===== config.mk =====
export PLATFORM = sky130hd
export DESIGN_NAME = calc1_top
export DESIGN_NICKNAME = d
export VERILOG_FILES = /design/src/rtl/calc1_top.sv
export SDC_FILE = /design/constraint.sdc
export NUM_CORES = 1
export LEC_CHECK = 0
export CAP_MARGIN = 20
export CORE_MARGIN = 4
export CORE_UTILIZATION = 45
export CTS_BUF_LIST = sky130_fd_sc_hd__clkbuf_4 sky130_fd_sc_hd__clkbuf_8
export CTS_CLUSTER_SIZE = 20
export DETAILED_ROUTE_END_ITERATION = 6
export PLACE_DENSITY = 0.69
export SLEW_MARGIN = 5
export SYNTH_ARGS = -nofsm -noshare
export SYNTH_HDL_FRONTEND = slang
export SYNTH_SLANG_ARGS = --single-unit

===== constraint.sdc =====
create_clock -name c_clk -period 5.2 [get_ports c_clk]
set_clock_uncertainty 0.15 [all_clocks]
set_input_delay 0.78 -clock c_clk [delete_from_list [all_inputs] [get_ports c_clk]]
set_output_delay 0.78 -clock c_clk [all_outputs]
set_load 0.03 [all_outputs]

===== src/rtl/calc1_top.sv =====
// Four-port integer calculator core: per-port command capture, a shared add/sub
// unit and a shared shifter behind fixed-priority arbitration, one-cycle responses.
module calc1_top (
   input  logic        c_clk,
   input  logic [1:7]  reset,
   input  logic [0:3]  req1_cmd_in,
   input  logic [0:31] req1_data_in,
   input  logic [0:3]  req2_cmd_in,
   input  logic [0:31] req2_data_in,
   input  logic [0:3]  req3_cmd_in,
   input  logic [0:31] req3_data_in,
   input  logic [0:3]  req4_cmd_in,
   input  logic [0:31] req4_data_in,
   output logic [0:1]  out_resp1,
   output logic [0:31] out_data1,
   output logic [0:1]  out_resp2,
   output logic [0:31] out_data2,
   output logic [0:1]  out_resp3,
   output logic [0:31] out_data3,
   output logic [0:1]  out_resp4,
   output logic [0:31] out_data4,
   input  logic [0:3]  error_found,
   input  logic        scan_in,
   output logic        scan_out,
   input  logic        a_clk,
   input  logic        b_clk
);

   typedef enum logic [1:0] {S_IDLE, S_OP2, S_READY} port_state_t;

   port_state_t state_q [4];
   logic [3:0]  cmd_q   [4];
   logic [31:0] op1_q   [4];
   logic [31:0] op2_q   [4];
   logic [1:0]  resp_q  [4];
   logic [31:0] data_q  [4];

   logic [3:0]  cmd_in  [4];
   logic [31:0] data_in [4];

   logic [3:0]  as_grant, sh_grant;
   logic [1:0]  as_sel, sh_sel;
   logic [31:0] as_a, as_b, as_res, sh_a, sh_res;
   logic [32:0] as_sum;
   logic [4:0]  sh_amt;
   logic        as_sub, as_ovf;

   logic        unused;
   assign unused   = ^{error_found, scan_in, a_clk, b_clk};
   assign scan_out = 1'b0;

   assign cmd_in[0] = req1_cmd_in;   assign data_in[0] = req1_data_in;
   assign cmd_in[1] = req2_cmd_in;   assign data_in[1] = req2_data_in;
   assign cmd_in[2] = req3_cmd_in;   assign data_in[2] = req3_data_in;
   assign cmd_in[3] = req4_cmd_in;   assign data_in[3] = req4_data_in;

   assign out_resp1 = resp_q[0];     assign out_data1 = data_q[0];
   assign out_resp2 = resp_q[1];     assign out_data2 = data_q[1];
   assign out_resp3 = resp_q[2];     assign out_data3 = data_q[2];
   assign out_resp4 = resp_q[3];     assign out_data4 = data_q[3];

   function automatic logic is_arith(input logic [3:0] c);
      return (c == 4'd1) || (c == 4'd2);
   endfunction

   function automatic logic is_shift(input logic [3:0] c);
      return (c == 4'd5) || (c == 4'd6);
   endfunction

   // Lowest-numbered ready port wins each unit; losers stay READY and retry.
   always_comb begin
      as_grant = '0;
      sh_grant = '0;
      as_sel   = '0;
      sh_sel   = '0;
      for (int unsigned i = 0; i < 4; i++) begin
         if (state_q[i] == S_READY && is_arith(cmd_q[i]) && as_grant == '0) begin
            as_grant[i] = 1'b1;
            as_sel      = 2'(i);
         end
         if (state_q[i] == S_READY && is_shift(cmd_q[i]) && sh_grant == '0) begin
            sh_grant[i] = 1'b1;
            sh_sel      = 2'(i);
         end
      end
   end

   always_comb begin
      as_a   = op1_q[as_sel];
      as_b   = op2_q[as_sel];
      as_sub = (cmd_q[as_sel] == 4'd2);
      as_sum = {1'b0, as_a} + {1'b0, as_b};
      as_ovf = as_sub ? (as_b > as_a) : as_sum[32];
      as_res = as_ovf ? '0 : (as_sub ? as_a - as_b : as_sum[31:0]);
   end

   always_comb begin
      sh_a   = op1_q[sh_sel];
      sh_amt = op2_q[sh_sel][4:0];
      sh_res = (cmd_q[sh_sel] == 4'd5) ? (sh_a << sh_amt) : (sh_a >> sh_amt);
   end

   always_ff @(posedge c_clk) begin
      if (|reset) begin
         for (int unsigned i = 0; i < 4; i++) begin
            state_q[i] <= S_IDLE;
            cmd_q[i]   <= '0;
            op1_q[i]   <= '0;
            op2_q[i]   <= '0;
            resp_q[i]  <= '0;
            data_q[i]  <= '0;
         end
      end else begin
         for (int unsigned i = 0; i < 4; i++) begin
            resp_q[i] <= '0;
            data_q[i] <= '0;
            case (state_q[i])
               S_IDLE: begin
                  if (cmd_in[i] != '0) begin
                     cmd_q[i]   <= cmd_in[i];
                     op1_q[i]   <= data_in[i];
                     state_q[i] <= S_OP2;
                  end
               end
               S_OP2: begin
                  op2_q[i]   <= data_in[i];
                  state_q[i] <= S_READY;
               end
               S_READY: begin
                  if (as_grant[i]) begin
                     resp_q[i]  <= as_ovf ? 2'd2 : 2'd1;
                     data_q[i]  <= as_res;
                     state_q[i] <= S_IDLE;
                  end else if (sh_grant[i]) begin
                     resp_q[i]  <= 2'd1;
                     data_q[i]  <= sh_res;
                     state_q[i] <= S_IDLE;
                  end else if (!is_arith(cmd_q[i]) && !is_shift(cmd_q[i])) begin
                     resp_q[i]  <= 2'd2;
                     state_q[i] <= S_IDLE;
                  end
               end
               default: state_q[i] <= S_IDLE;
            endcase
         end
      end
   end

endmodule


==> impl_summary.log, run 1 <==
INFO  metric area_growth = 43.0%
INFO  metric grt_setup_unrepaired = true
INFO  metric timing_worst_slew_pin_value = 1.35 ns
INFO  metric cts_inserted_buffers = 71
INFO  metric ctsHtreeMaxLevel = 3
INFO  metric hold_buffers = 0
INFO  metric placed_cell_area = 0.0319 sq mm
INFO  metric power.leakage = 14.0 nW
INFO  metric cts_root_buf = sky130_fd_sc_hd__clkbuf_8
INFO  metric number_of_global_route_vias_before_repair = 24200
INFO  metric clock_sink_count = 416
INFO  metric grtUsageTotal = 34.9%
INFO  metric grt_first_pass_wirelength = 158000 microns
INFO  metric hpwl = 79800 microns
INFO  metric synth_enable_flop_cells = 382
INFO  metric setup_violations = 136
INFO  metric core_region_area = 0.0554 sq mm
INFO  metric max-slew-margin-rel = 9.47%
INFO  metric finalHoldViolations = 0
INFO  metric max-clock-path-buffers = 3
INFO  metric post_drt_wl_per_cell = 27.7 microns
INFO  metric count_of_standard_cell_rows = 86
INFO  metric vdd_ir_drop_max = 0.000175 V
INFO  metric insertion_delay_to_the_later_sink_of_the_worst_skew_pair = 0.70 ns
INFO  metric pin_count = 296
INFO  metric synth_area = 0.0254 sq mm
INFO  metric reg2reg_setup_slack = -0.44 ns
INFO  metric cts.reportedPaths.clkPinSlew = 0.06 ns
INFO  metric grt_start_max_net_pins = 39
INFO  metric die_y = 245 microns
INFO  metric postSynthCellCount = 2465
INFO  metric tritoncts = yes
INFO  metric area_of_all_placed_cells_without_fillers = 0.0363 sq mm
INFO  metric die_area = 0.0602 sq mm
INFO  metric post-synth-top-area-cell = sky130_fd_sc_hd__edfxtp_1
INFO  metric ys_seq_elements = 416
INFO  metric total_power_divided_by_cell_area = 200 mW/mm^2
INFO  metric num-nets-final = 3407
INFO  metric synth_area_leaders = sky130_fd_sc_hd__edfxtp_1 45%, sky130_fd_sc_hd__and2_1 6.9%, sky130_fd_sc_hd__mux2i_1 3.9%
INFO  metric ys_async_sr_fraction = 0%
INFO  metric layout_min_cycle_time = 5.64 ns
INFO  metric hold_path.class = reg2reg
INFO  metric start_util = 45.7%
INFO  metric timing.final.max_slew_violations = 0
INFO  metric worst-endpoint-required = 5.50 ns
INFO  metric synthMostInstantiatedCell = sky130_fd_sc_hd__edfxtp_1
INFO  metric timing.setup.critical_path_class = reg2reg
INFO  metric setup_ws = -0.443 ns
INFO  metric gp_congestion = 1.01
INFO  metric clock.fmax = 177 MHz
INFO  metric firstDrtPassIters = 6
INFO  metric cap_viol_max_count = 0
INFO  metric routed_antenna_nets = 0
INFO  metric crit_path_end_kind = register
INFO  metric failed_checks = setup timing
INFO  metric final_layout_size_suffix_gt1_share = 26.8%
INFO  metric route.detailed.drc = 0
INFO  metric global_route.overflow_total = 0
INFO  metric fp.dieW = 245 microns
INFO  metric final_util = 65.4%
INFO  metric timing.setup.tns = -35.35 ns
INFO  metric critPathArrivalTime = 5.95 ns
INFO  metric synthesis.area_per_instance = 10.3 sq um
INFO  metric synthFlopType = sky130_fd_sc_hd__edfxtp_1
INFO  metric wirelength = 110000 microns
INFO  metric synth.top_cell.area_share = 45.2%
INFO  metric critPathMaxFanout = 6
INFO  metric synth_sequential_area_ratio = 47.9%
INFO  metric drt_iter0_drc = 3329
INFO  metric worst_setup_path_start_kind = register
INFO  metric design_power_total = 7.25 mW
INFO  metric status = finished with violations
INFO  metric num_vias = 24900
INFO  metric grt_antenna_before_repair = 3
INFO  metric ys_top_cells_by_count = 382 x sky130_fd_sc_hd__edfxtp_1, 278 x sky130_fd_sc_hd__and2_1, 209 x sky130_fd_sc_hd__nand2_1
INFO  metric detail_route.vias_per_cell = 6.24
INFO  metric yosys.cell_types.count = 96
INFO  metric share_of_the_clock_period_used_by_the_worst_path = 109%
INFO  metric synthesis.yosys.warnings = 0
INFO  metric place.port_buffers = 287
worst max-delay path, cell delays in order (launching register included):
cell and delay (ns):
sky130_fd_sc_hd__edfxtp_1 0.43, sky130_fd_sc_hd__xnor2_2 0.17, sky130_fd_sc_hd__or3_4 0.35, sky130_fd_sc_hd__buf_6 0.13, sky130_fd_sc_hd__nor2_4 0.13, sky130_fd_sc_hd__a211oi_4 0.07
sky130_fd_sc_hd__buf_6 0.14, sky130_fd_sc_hd__and2_4 0.15, sky130_fd_sc_hd__buf_6 0.12, sky130_fd_sc_hd__a221o_1 0.38, sky130_fd_sc_hd__ha_4 0.19, sky130_fd_sc_hd__fa_2 0.39
sky130_fd_sc_hd__a21o_1 0.21, sky130_fd_sc_hd__a221o_1 0.38, sky130_fd_sc_hd__a21oi_2 0.19, sky130_fd_sc_hd__o2111a_2 0.27, sky130_fd_sc_hd__nor4_4 0.08, sky130_fd_sc_hd__nand3_2 0.09
sky130_fd_sc_hd__a21oi_2 0.07, sky130_fd_sc_hd__a311o_2 0.42, sky130_fd_sc_hd__buf_12 0.17, sky130_fd_sc_hd__buf_6 0.11, sky130_fd_sc_hd__buf_4 0.12, sky130_fd_sc_hd__or2_4 0.25
sky130_fd_sc_hd__o22ai_1 0.21
state kept, by name (all words and copies together), names as in the netlist:
name / count
cmd_q: 16
data_q: 128
op2_q: 128
resp_q: 8
state_q: 8
op1_q: 128
metal layers:
metal	vias to the layer above	wire length [microns]	share of wire, %	GRT usage, %
li1	10800	-	-	-
met2	1676	51000	46	57.3
met4	0	4020	3.6	11.0
met5	-	0	0	0
met3	275	11100	10	6.75
met1	12200	44300	40	47.0
power by group:
| part | switching [mW] | total, mW | internal [mW] |
|---|---|---|---|
| Sequential | 0.0155 | 3.66 | 3.65 |
| Combinational | 0.232 | 0.458 | 0.226 |
| Clock | 1.46 | 3.13 | 1.66 |
| Total | 1.71 | 7.25 | 5.54 |
placed cells by master (no fill, tap or decap), types with 55 or more instances in the layout:
cell	netlist	routed
sky130_fd_sc_hd__clkbuf_8	0	77
sky130_fd_sc_hd__buf_4	7	362
sky130_fd_sc_hd__nand2_1	209	198
sky130_fd_sc_hd__edfxtp_1	382	382
sky130_fd_sc_hd__conb_1	2	103
sky130_fd_sc_hd__a21oi_1	142	117
sky130_fd_sc_hd__nor2_1	137	126
sky130_fd_sc_hd__nor3_1	79	72
sky130_fd_sc_hd__a221o_1	57	55
sky130_fd_sc_hd__mux2i_1	98	98
sky130_fd_sc_hd__clkdlybuf4s50_1	0	287
sky130_fd_sc_hd__and2_1	278	276
sky130_fd_sc_hd__inv_1	62	58
final timing paths:
| path | to | cells after the start | from |
|---|---|---|---|
| hold / removal | state_q[1][0]$_SDFFCE_PP0P_ | 3 | state_q[1][0]$_SDFFCE_PP0P_ |
| setup / recovery | data_q[0][9]$_SDFFCE_PN0P_ | 24 | cmd_q[0][1]$_SDFFCE_PN0P_ |
| hold reg to reg | state_q[1][0]$_SDFFCE_PP0P_ | 3 | state_q[1][0]$_SDFFCE_PP0P_ |
| setup reg to reg | data_q[0][9]$_SDFFCE_PN0P_ | 24 | cmd_q[0][1]$_SDFFCE_PN0P_ |
cell type report:
type                    instances  area, sq um
fillers                      4282        19200
multi-input cells            1901        14500
flip-flops and latches        416        12200
repair buffers                729         6950
clock buffers                 100         1230
well taps                     748          936
clock inverters                29          258
inverters                      62          233
diodes                          1         2.50
cells by family after synthesis:
family                     synth area share (%)
muxes                                      4.54
adders and majority gates                  3.37
buffers and inverters                      4.06
AOI/OAI and AO/OA                          21.6
other                                    0.0296
xor gates and xnor gates                   1.31
DFF                                        47.9
and+or+nand+nor                            17.2
metrics by stage:
| stage | hold slack [ns] | worst slack (ns) | instances |
|---|---|---|---|
| 4_1_cts | 0.573 | -0.369 | 3953 |
| 5_1_grt | 0.616 | -0.556 | 3986 |
| 3_5_place_dp | 0.570 | -0.608 | 3770 |
| 3_3_place_gp | 0.556 | -0.560 | 3768 |
| 6_report | 0.592 | -0.443 | 3986 |
| 2_1_floorplan | 0.445 | 0.00713 | 2566 |
what timing repair did:
| action | 4_1_cts | 5_1_grt |
|---|---|---|
| resized for setup | 235 | 135 |
| endpoints found under the setup margin | 136 | 136 |
| gates cloned | 6 | 8 |
| hold endpoints to repair | 0 | 0 |
| buffers inserted | 52 | 30 |
| pin swaps | 73 | 100 |
No activity file was read; power rests on OpenSTA's default activity.
==> run 2, diff against run 1 <==
Settings changed: PLACE_DENSITY 0.69 to 0.66.
Clock period 5.2 ns to 5.85 ns, I/O delays scaled along.
==> impl_summary.log, run 2 (synthesized netlist as in run 1, its figures left out) <==
INFO  metric share_of_the_clock_period_used_by_the_worst_path = 97.8%
INFO  metric finalHoldViolations = 0
INFO  metric ctsHtreeMaxLevel = 3
INFO  metric total_switching_power = 1.47 mW
INFO  metric routed-wl-met2 = 48300 microns
INFO  metric start_util = 45.7%
INFO  metric detail_route.vias_per_cell = 6.18
INFO  metric number_of_global_route_vias_before_repair = 22500
INFO  metric setup_violations = 0
INFO  metric top_layer = met5
INFO  metric fp.dieW = 245 microns
INFO  metric cts.reportedPaths.clkPinSlew = 0.07 ns
INFO  metric global_route.overflow_total = 0
INFO  metric vdd_ir_drop_max = 0.000164 V
INFO  metric drt_iter0_drc = 3013
INFO  metric timing.final.max_slew_violations = 0
INFO  metric clock_power_share = 42.9%
INFO  metric hold_buffers = 0
INFO  metric critPathMaxFanout = 6
INFO  metric status = completed
INFO  metric design_power_total = 6.35 mW
INFO  metric combPwrFrac = 5.8%
INFO  metric layout_min_cycle_time = 5.72 ns
INFO  metric cap_viol_max_count = 0
INFO  metric crit_path_end_kind = register
INFO  metric place.port_buffers = 287
INFO  metric pin_count = 296
INFO  metric most_used_cells_in_the_layout_excluding_fill_and_tap_cells = 382 x sky130_fd_sc_hd__edfxtp_1, 287 x sky130_fd_sc_hd__clkdlybuf4s50_1, 276 x sky130_fd_sc_hd__and2_1
INFO  metric max-clock-path-buffers = 3
INFO  metric route.detailed.drc = 0
INFO  metric num-nets-final = 3205
INFO  metric core_region_area = 0.0554 sq mm
INFO  metric clock.fmax = 175 MHz
INFO  metric internal-power = 4.88 mW
INFO  metric total_power_divided_by_cell_area = 194 mW/mm^2
INFO  metric max-slew-margin-rel = 22.4%
INFO  metric post_drt_wl_per_cell = 27.9 microns
INFO  metric cts_root_buf = sky130_fd_sc_hd__clkbuf_8
INFO  metric fin_worst_hold_slack = 0.550 ns
INFO  metric area_growth = 29.0%
INFO  metric final_layout_size_suffix_gt1_share = 15.5%
INFO  metric routed_antenna_nets = 0
INFO  metric met3_wirelength = 10200 microns
INFO  metric reg_top3 = data_q: 128 flops, op1_q: 128 flops, op2_q: 128 flops
INFO  metric die_area = 0.0602 sq mm
INFO  metric num_vias = 23400
INFO  metric grt_start_max_net_pins = 54
INFO  metric setup_ws = 0.129 ns
INFO  metric share_seq_of_total_power = 51.3%
INFO  metric sum_of_routed_wire_segments_on_met1 = 42700 microns
INFO  metric power_switching_share = 23.1%
INFO  metric grtUsageTotal = 33.5%
INFO  metric critPathArrivalTime = 6.01 ns
INFO  metric insertion_delay_to_the_later_sink_of_the_worst_skew_pair = 0.68 ns
INFO  metric tritoncts = yes
INFO  metric clock_sink_count = 416
INFO  metric grt_first_pass_wirelength = 150000 microns
INFO  metric timing.setup.critical_path_class = reg2reg
INFO  metric wirelength = 105000 microns
INFO  metric firstDrtPassIters = 6
INFO  metric count_of_standard_cell_rows = 86
INFO  metric die_y = 245 microns
INFO  metric dp_slack = -0.0869 ns
INFO  metric layout.cells.most_common = sky130_fd_sc_hd__edfxtp_1
INFO  metric hold_path.class = reg2reg
INFO  metric worst_setup_path_start_kind = register
INFO  metric cts_inserted_buffers = 69
INFO  metric timing_worst_slew_pin_value = 1.16 ns
INFO  metric hpwl = 77900 microns
INFO  metric worst-endpoint-required = 6.14 ns
INFO  metric gp_congestion = 1.01
INFO  metric power.leakage = 12.6 nW
INFO  metric grt_antenna_before_repair = 2
-- run 2: cell type report --
type | count | area (sq um)
clock inverter | 34 | 284
multi-input combinational | 1901 | 13000
tap | 748 | 936
clock buffer | 93 | 1170
fill | 4757 | 22700
antenna | 1 | 2.50
inverter | 62 | 233
sequential | 416 | 12200
timing repair buffer | 529 | 4960
-- run 2: power by group through the flow --
stage / Clock, mW / Sequential [mW] / Combinational, mW
2_1_floorplan: 0 / 3.37 / 0.0814
3_3_place_gp: 0 / 3.32 / 0.357
5_1_grt: 2.89 / 3.26 / 0.389
4_1_cts: 2.75 / 3.26 / 0.361
6_report: 2.72 / 3.26 / 0.371
3_5_place_dp: 0 / 3.32 / 0.359
-- run 2: per-stage QoR --
| stage | instance area [sq um] | std cells | util, % | TNS, ns |
|---|---|---|---|---|
| finish | 32700 | 3784 | 59.0 | 0 |
| global route | 32700 | 3784 | 59.0 | -0.251 |
| CTS | 32300 | 3769 | 58.2 | 0 |
| detailed placement | 30800 | 3640 | 55.5 | -0.443 |
| global placement | 30800 | 3639 | 55.5 | -0.0383 |
| floorplan | 25700 | 2566 | - | 0 |
-- run 2: what timing repair did --
item                                    in CTS  in global routing
gates resized for setup                      7                 58
pin swaps                                    3                 29
gates cloned                                 0                  3
endpoints found under the setup margin      16                128
setup buffers                                2                 12
-- run 2: metal layers --
metal,up-vias,track usage [%]
li1,10400,-
met1,11300,45.6
met2,1453,53.7
met3,217,6.62
met4,2,11.8
met5,-,0
-- run 2: final timing paths --
| kind | slack [ns] | start | end | depth (start not counted) |
|---|---|---|---|---|
| worst max-delay path | 0.13 | cmd_q[3][3]$_SDFFCE_PN0P_ | resp_q[0][1]$_SDFFCE_PN0P_ | 24 |
| worst min-delay path | 0.55 | cmd_q[0][3]$_SDFFCE_PN0P_ | resp_q[0][1]$_SDFFCE_PN0P_ | 2 |
| worst max register to register | 0.13 | cmd_q[3][3]$_SDFFCE_PN0P_ | resp_q[0][1]$_SDFFCE_PN0P_ | 24 |
| worst min register to register | 0.55 | cmd_q[0][3]$_SDFFCE_PN0P_ | resp_q[0][1]$_SDFFCE_PN0P_ | 2 |
-- run 2: worst max-delay path, cell delays in order, from the launching register on --
cell and delay [ns]:
sky130_fd_sc_hd__edfxtp_1 0.38, sky130_fd_sc_hd__or4b_4 0.57, sky130_fd_sc_hd__nand2b_4 0.18, sky130_fd_sc_hd__a211oi_4 0.40, sky130_fd_sc_hd__buf_4 0.18, sky130_fd_sc_hd__buf_6 0.09, sky130_fd_sc_hd__mux2i_1 0.06, sky130_fd_sc_hd__mux2_4 0.29
sky130_fd_sc_hd__buf_4 0.14, sky130_fd_sc_hd__ha_1 0.18, sky130_fd_sc_hd__inv_2 0.07, sky130_fd_sc_hd__fa_2 0.24, sky130_fd_sc_hd__nand2b_4 0.06, sky130_fd_sc_hd__a221oi_2 0.31, sky130_fd_sc_hd__o2111a_1 0.28, sky130_fd_sc_hd__nor3_2 0.09
sky130_fd_sc_hd__a31oi_4 0.23, sky130_fd_sc_hd__a21o_1 0.21, sky130_fd_sc_hd__a21oi_1 0.08, sky130_fd_sc_hd__a311o_2 0.44, sky130_fd_sc_hd__buf_12 0.17, sky130_fd_sc_hd__buf_4 0.13, sky130_fd_sc_hd__buf_4 0.15, sky130_fd_sc_hd__nor2b_1 0.14
sky130_fd_sc_hd__o31a_1 0.24
==> run 3, diff against run 2 <==
Settings changed: CORE_UTILIZATION 45 to 43, PLACE_DENSITY 0.66 to not set.
==> impl_summary.log, run 3 (synthesized netlist as in run 1, its figures left out) <==
INFO  metric core_region_area = 0.0580 sq mm
INFO  metric pin_count = 296
INFO  metric max-slew-margin-rel = 21.9%
INFO  metric grt_start_max_net_pins = 44
INFO  metric path_buf_inv = 3
INFO  metric worst_setup_path_start_kind = register
INFO  metric clock.fmax = 176 MHz
INFO  metric critPathMaxFanout = 24
INFO  metric max-clock-path-buffers = 3
INFO  metric critPathArrivalTime = 6.00 ns
INFO  metric num_vias = 23500
INFO  metric timing.final.max_slew_violations = 0
INFO  metric final_layout_size_suffix_gt1_share = 14.4%
INFO  metric internal-power = 4.98 mW
INFO  metric die_y = 251 microns
INFO  metric timing.critical_path.depth = 22
INFO  metric global_route.overflow_total = 0
INFO  metric clock_sink_count = 416
INFO  metric share_of_the_clock_period_used_by_the_worst_path = 97.1%
INFO  metric die_area = 0.0629 sq mm
INFO  metric timing.setup.tns = 0 ns
INFO  metric worst_r2r_path_depth = 22
INFO  metric fp.dieW = 251 microns
INFO  metric post_drt_wl_per_cell = 27.8 microns
INFO  metric grt_first_pass_wirelength = 153000 microns
INFO  metric routed_antenna_nets = 0
INFO  metric total_switching_power = 1.45 mW
INFO  metric drt_iter0_drc = 2481
INFO  metric crit_path_end_kind = register
INFO  metric most_used_cells_in_the_layout_excluding_fill_and_tap_cells = 382 x sky130_fd_sc_hd__edfxtp_1, 287 x sky130_fd_sc_hd__clkdlybuf4s50_1, 276 x sky130_fd_sc_hd__and2_1
INFO  metric dp_slack = -0.273 ns
INFO  metric hpwl = 78200 microns
INFO  metric vdd_ir_drop_max = 0.000245 V
INFO  metric combPwrFrac = 5.7%
INFO  metric critical_path.endpoint = data_q[0][16]$_SDFFCE_PN0P_
INFO  metric clock_power_share = 43.7%
INFO  metric cts_inserted_buffers = 72
INFO  metric reg_top3 = data_q: 128 flops, op1_q: 128 flops, op2_q: 128 flops
INFO  metric share_seq_of_total_power = 50.6%
INFO  metric top_usage_layer = met2
INFO  metric status = completed
INFO  metric gp_congestion = 0.995
INFO  metric wirelength = 105000 microns
INFO  metric firstDrtPassIters = 6
INFO  metric gr-usage-met1 = 44.0%
INFO  metric hold_path.class = reg2reg
INFO  metric fin_worst_hold_slack = 0.539 ns
INFO  metric power_switching_share = 22.6%
INFO  metric count_of_standard_cell_rows = 88
INFO  metric cp_common_cell = sky130_fd_sc_hd__buf_12
INFO  metric power.leakage = 12.5 nW
INFO  metric hold_buffers = 0
INFO  metric insertion_delay_to_the_later_sink_of_the_worst_skew_pair = 0.67 ns
INFO  metric start_util = 43.7%
INFO  metric finalHoldViolations = 0
INFO  metric cap_viol_max_count = 0
INFO  metric reg2reg_setup_slack = 0.17 ns
INFO  metric num-nets-final = 3194
INFO  metric timing_worst_slew_pin_value = 1.17 ns
INFO  metric setup_ws = 0.168 ns
INFO  metric grt_util_met2 = 51.4%
INFO  metric place.port_buffers = 287
INFO  metric timing.setup.critical_path_class = reg2reg
INFO  metric tritoncts = yes
INFO  metric design_power_total = 6.43 mW
INFO  metric grt_use_met3 = 6.01%
INFO  metric detail_route.vias_per_cell = 6.19
INFO  metric worst-endpoint-required = 6.17 ns
INFO  metric cts.reportedPaths.clkPinSlew = 0.06 ns
INFO  metric grtUsageTotal = 32.1%
INFO  metric crit_family = compound AO/OA/AOI/OAI gates
INFO  metric critical_path.reg2reg.endpoint = data_q[0][16]$_SDFFCE_PN0P_
INFO  metric crit_start = cmd_q[3][2]$_SDFFCE_PN0P_
INFO  metric grt_setup_unrepaired = true
INFO  metric area_growth = 28.3%
INFO  metric cp_cell_sequence = or4b_4 -> nand2b_4 -> a21oi_4 -> nand2_4 -> buf_12 -> nand2_1 -> a21oi_1 -> a221o_1 -> ha_2 -> fa_1 -> a21o_1 -> a221o_1 -> a21oi_2 -> o2111a_2 -> nor4_4 -> nand3_1 -> a21oi_1 -> a311o_1 -> buf_12 -> or2_1 -> buf_12 -> o22ai_1
INFO  metric cts_root_buf = sky130_fd_sc_hd__clkbuf_8
INFO  metric ctsHtreeMaxLevel = 3
INFO  metric total_power_divided_by_cell_area = 198 mW/mm^2
INFO  metric setup_violations = 0
INFO  metric worstReg2RegStart = cmd_q[3][2]$_SDFFCE_PN0P_
INFO  metric layout.cells.most_common = sky130_fd_sc_hd__edfxtp_1
INFO  metric grt_antenna_before_repair = 2
INFO  metric layout.filler_cells = 5054
INFO  metric layout_min_cycle_time = 5.68 ns
INFO  metric cpMaxStageDelayCell = sky130_fd_sc_hd__or4b_4
INFO  metric worst_path_largest_cell_delay = 0.57 ns
INFO  metric route.detailed.drc = 0
INFO  metric number_of_global_route_vias_before_repair = 23000
[run 3: per-stage QoR]
| stage | instance area, sq um | util [%] | instances |
|---|---|---|---|
| floorplan | 25700 | - | 2566 |
| global placement | 30700 | 52.9 | 3649 |
| detailed placement | 30700 | 52.9 | 3649 |
| CTS | 32300 | 55.6 | 3783 |
| global route | 32500 | 56.1 | 3793 |
| finish | 32500 | 56.1 | 3794 |
[run 3: worst min-delay path by stage]
stage	end	from	cells past startpoint	slack, ns
after detailed placement	state_q[1][0]$_SDFFCE_PP0P_	state_q[1][0]$_SDFFCE_PP0P_	2	0.52
after global placement	state_q[1][0]$_SDFFCE_PP0P_	state_q[1][0]$_SDFFCE_PP0P_	2	0.51
after floorplan	resp_q[3][1]$_SDFF_PP1_	cmd_q[3][3]$_SDFFCE_PN0P_	2	0.44
after global routing	state_q[1][1]$_SDFFCE_PP0P_	state_q[1][0]$_SDFFCE_PP0P_	2	0.58
final	state_q[1][1]$_SDFFCE_PP0P_	state_q[1][0]$_SDFFCE_PP0P_	2	0.54
after CTS	state_q[1][1]$_SDFFCE_PP0P_	state_q[1][0]$_SDFFCE_PP0P_	2	0.54
[run 3: what timing repair did]
action,in CTS,in global routing
resized for setup,9,33
cloned,0,2
pin swaps,2,6
buffers inserted,2,5
setup endpoints to repair,120,136
[run 3: power groups by stage]
stage               sequential (mW)  combinational (mW)  clock [mW]
detailed placement             3.32               0.360           0
finish                         3.26               0.367        2.81
floorplan                      3.37              0.0814           0
global placement               3.32               0.359           0
global route                   3.26               0.386        2.98
CTS                            3.26               0.362        2.84
[run 3: cell type report]
cell class / count / area, sq um / share of cell area, %
clock inverters: 30 / 251 / 0.773
clock buffers: 102 / 1270 / 3.91
flip-flops and latches: 416 / 12200 / 37.4
inverters: 62 / 233 / 0.715
multi-input cells: 1901 / 12900 / 39.5
well taps: 765 / 957 / 2.94
diodes: 3 / 7.51 / 0.0231
repair buffers: 515 / 4800 / 14.8
[run 3: worst reg2reg max path, delay by kind of cell, from the launching register on]
kind / cells / cell delay (ns)
adders and majority gates: 2 / 0.66
and+or+nand+nor: 7 / 1.43
buffers and inverters: 3 / 0.53
AOI/OAI and AO/OA: 10 / 2.33
DFF: 1 / 0.38
[run 3: layer usage]
layer,routed length [microns],share of wire (%)
met3,9340,8.9
met2,48100,46
met5,13,0.012
met1,44400,42
met4,3490,3.3
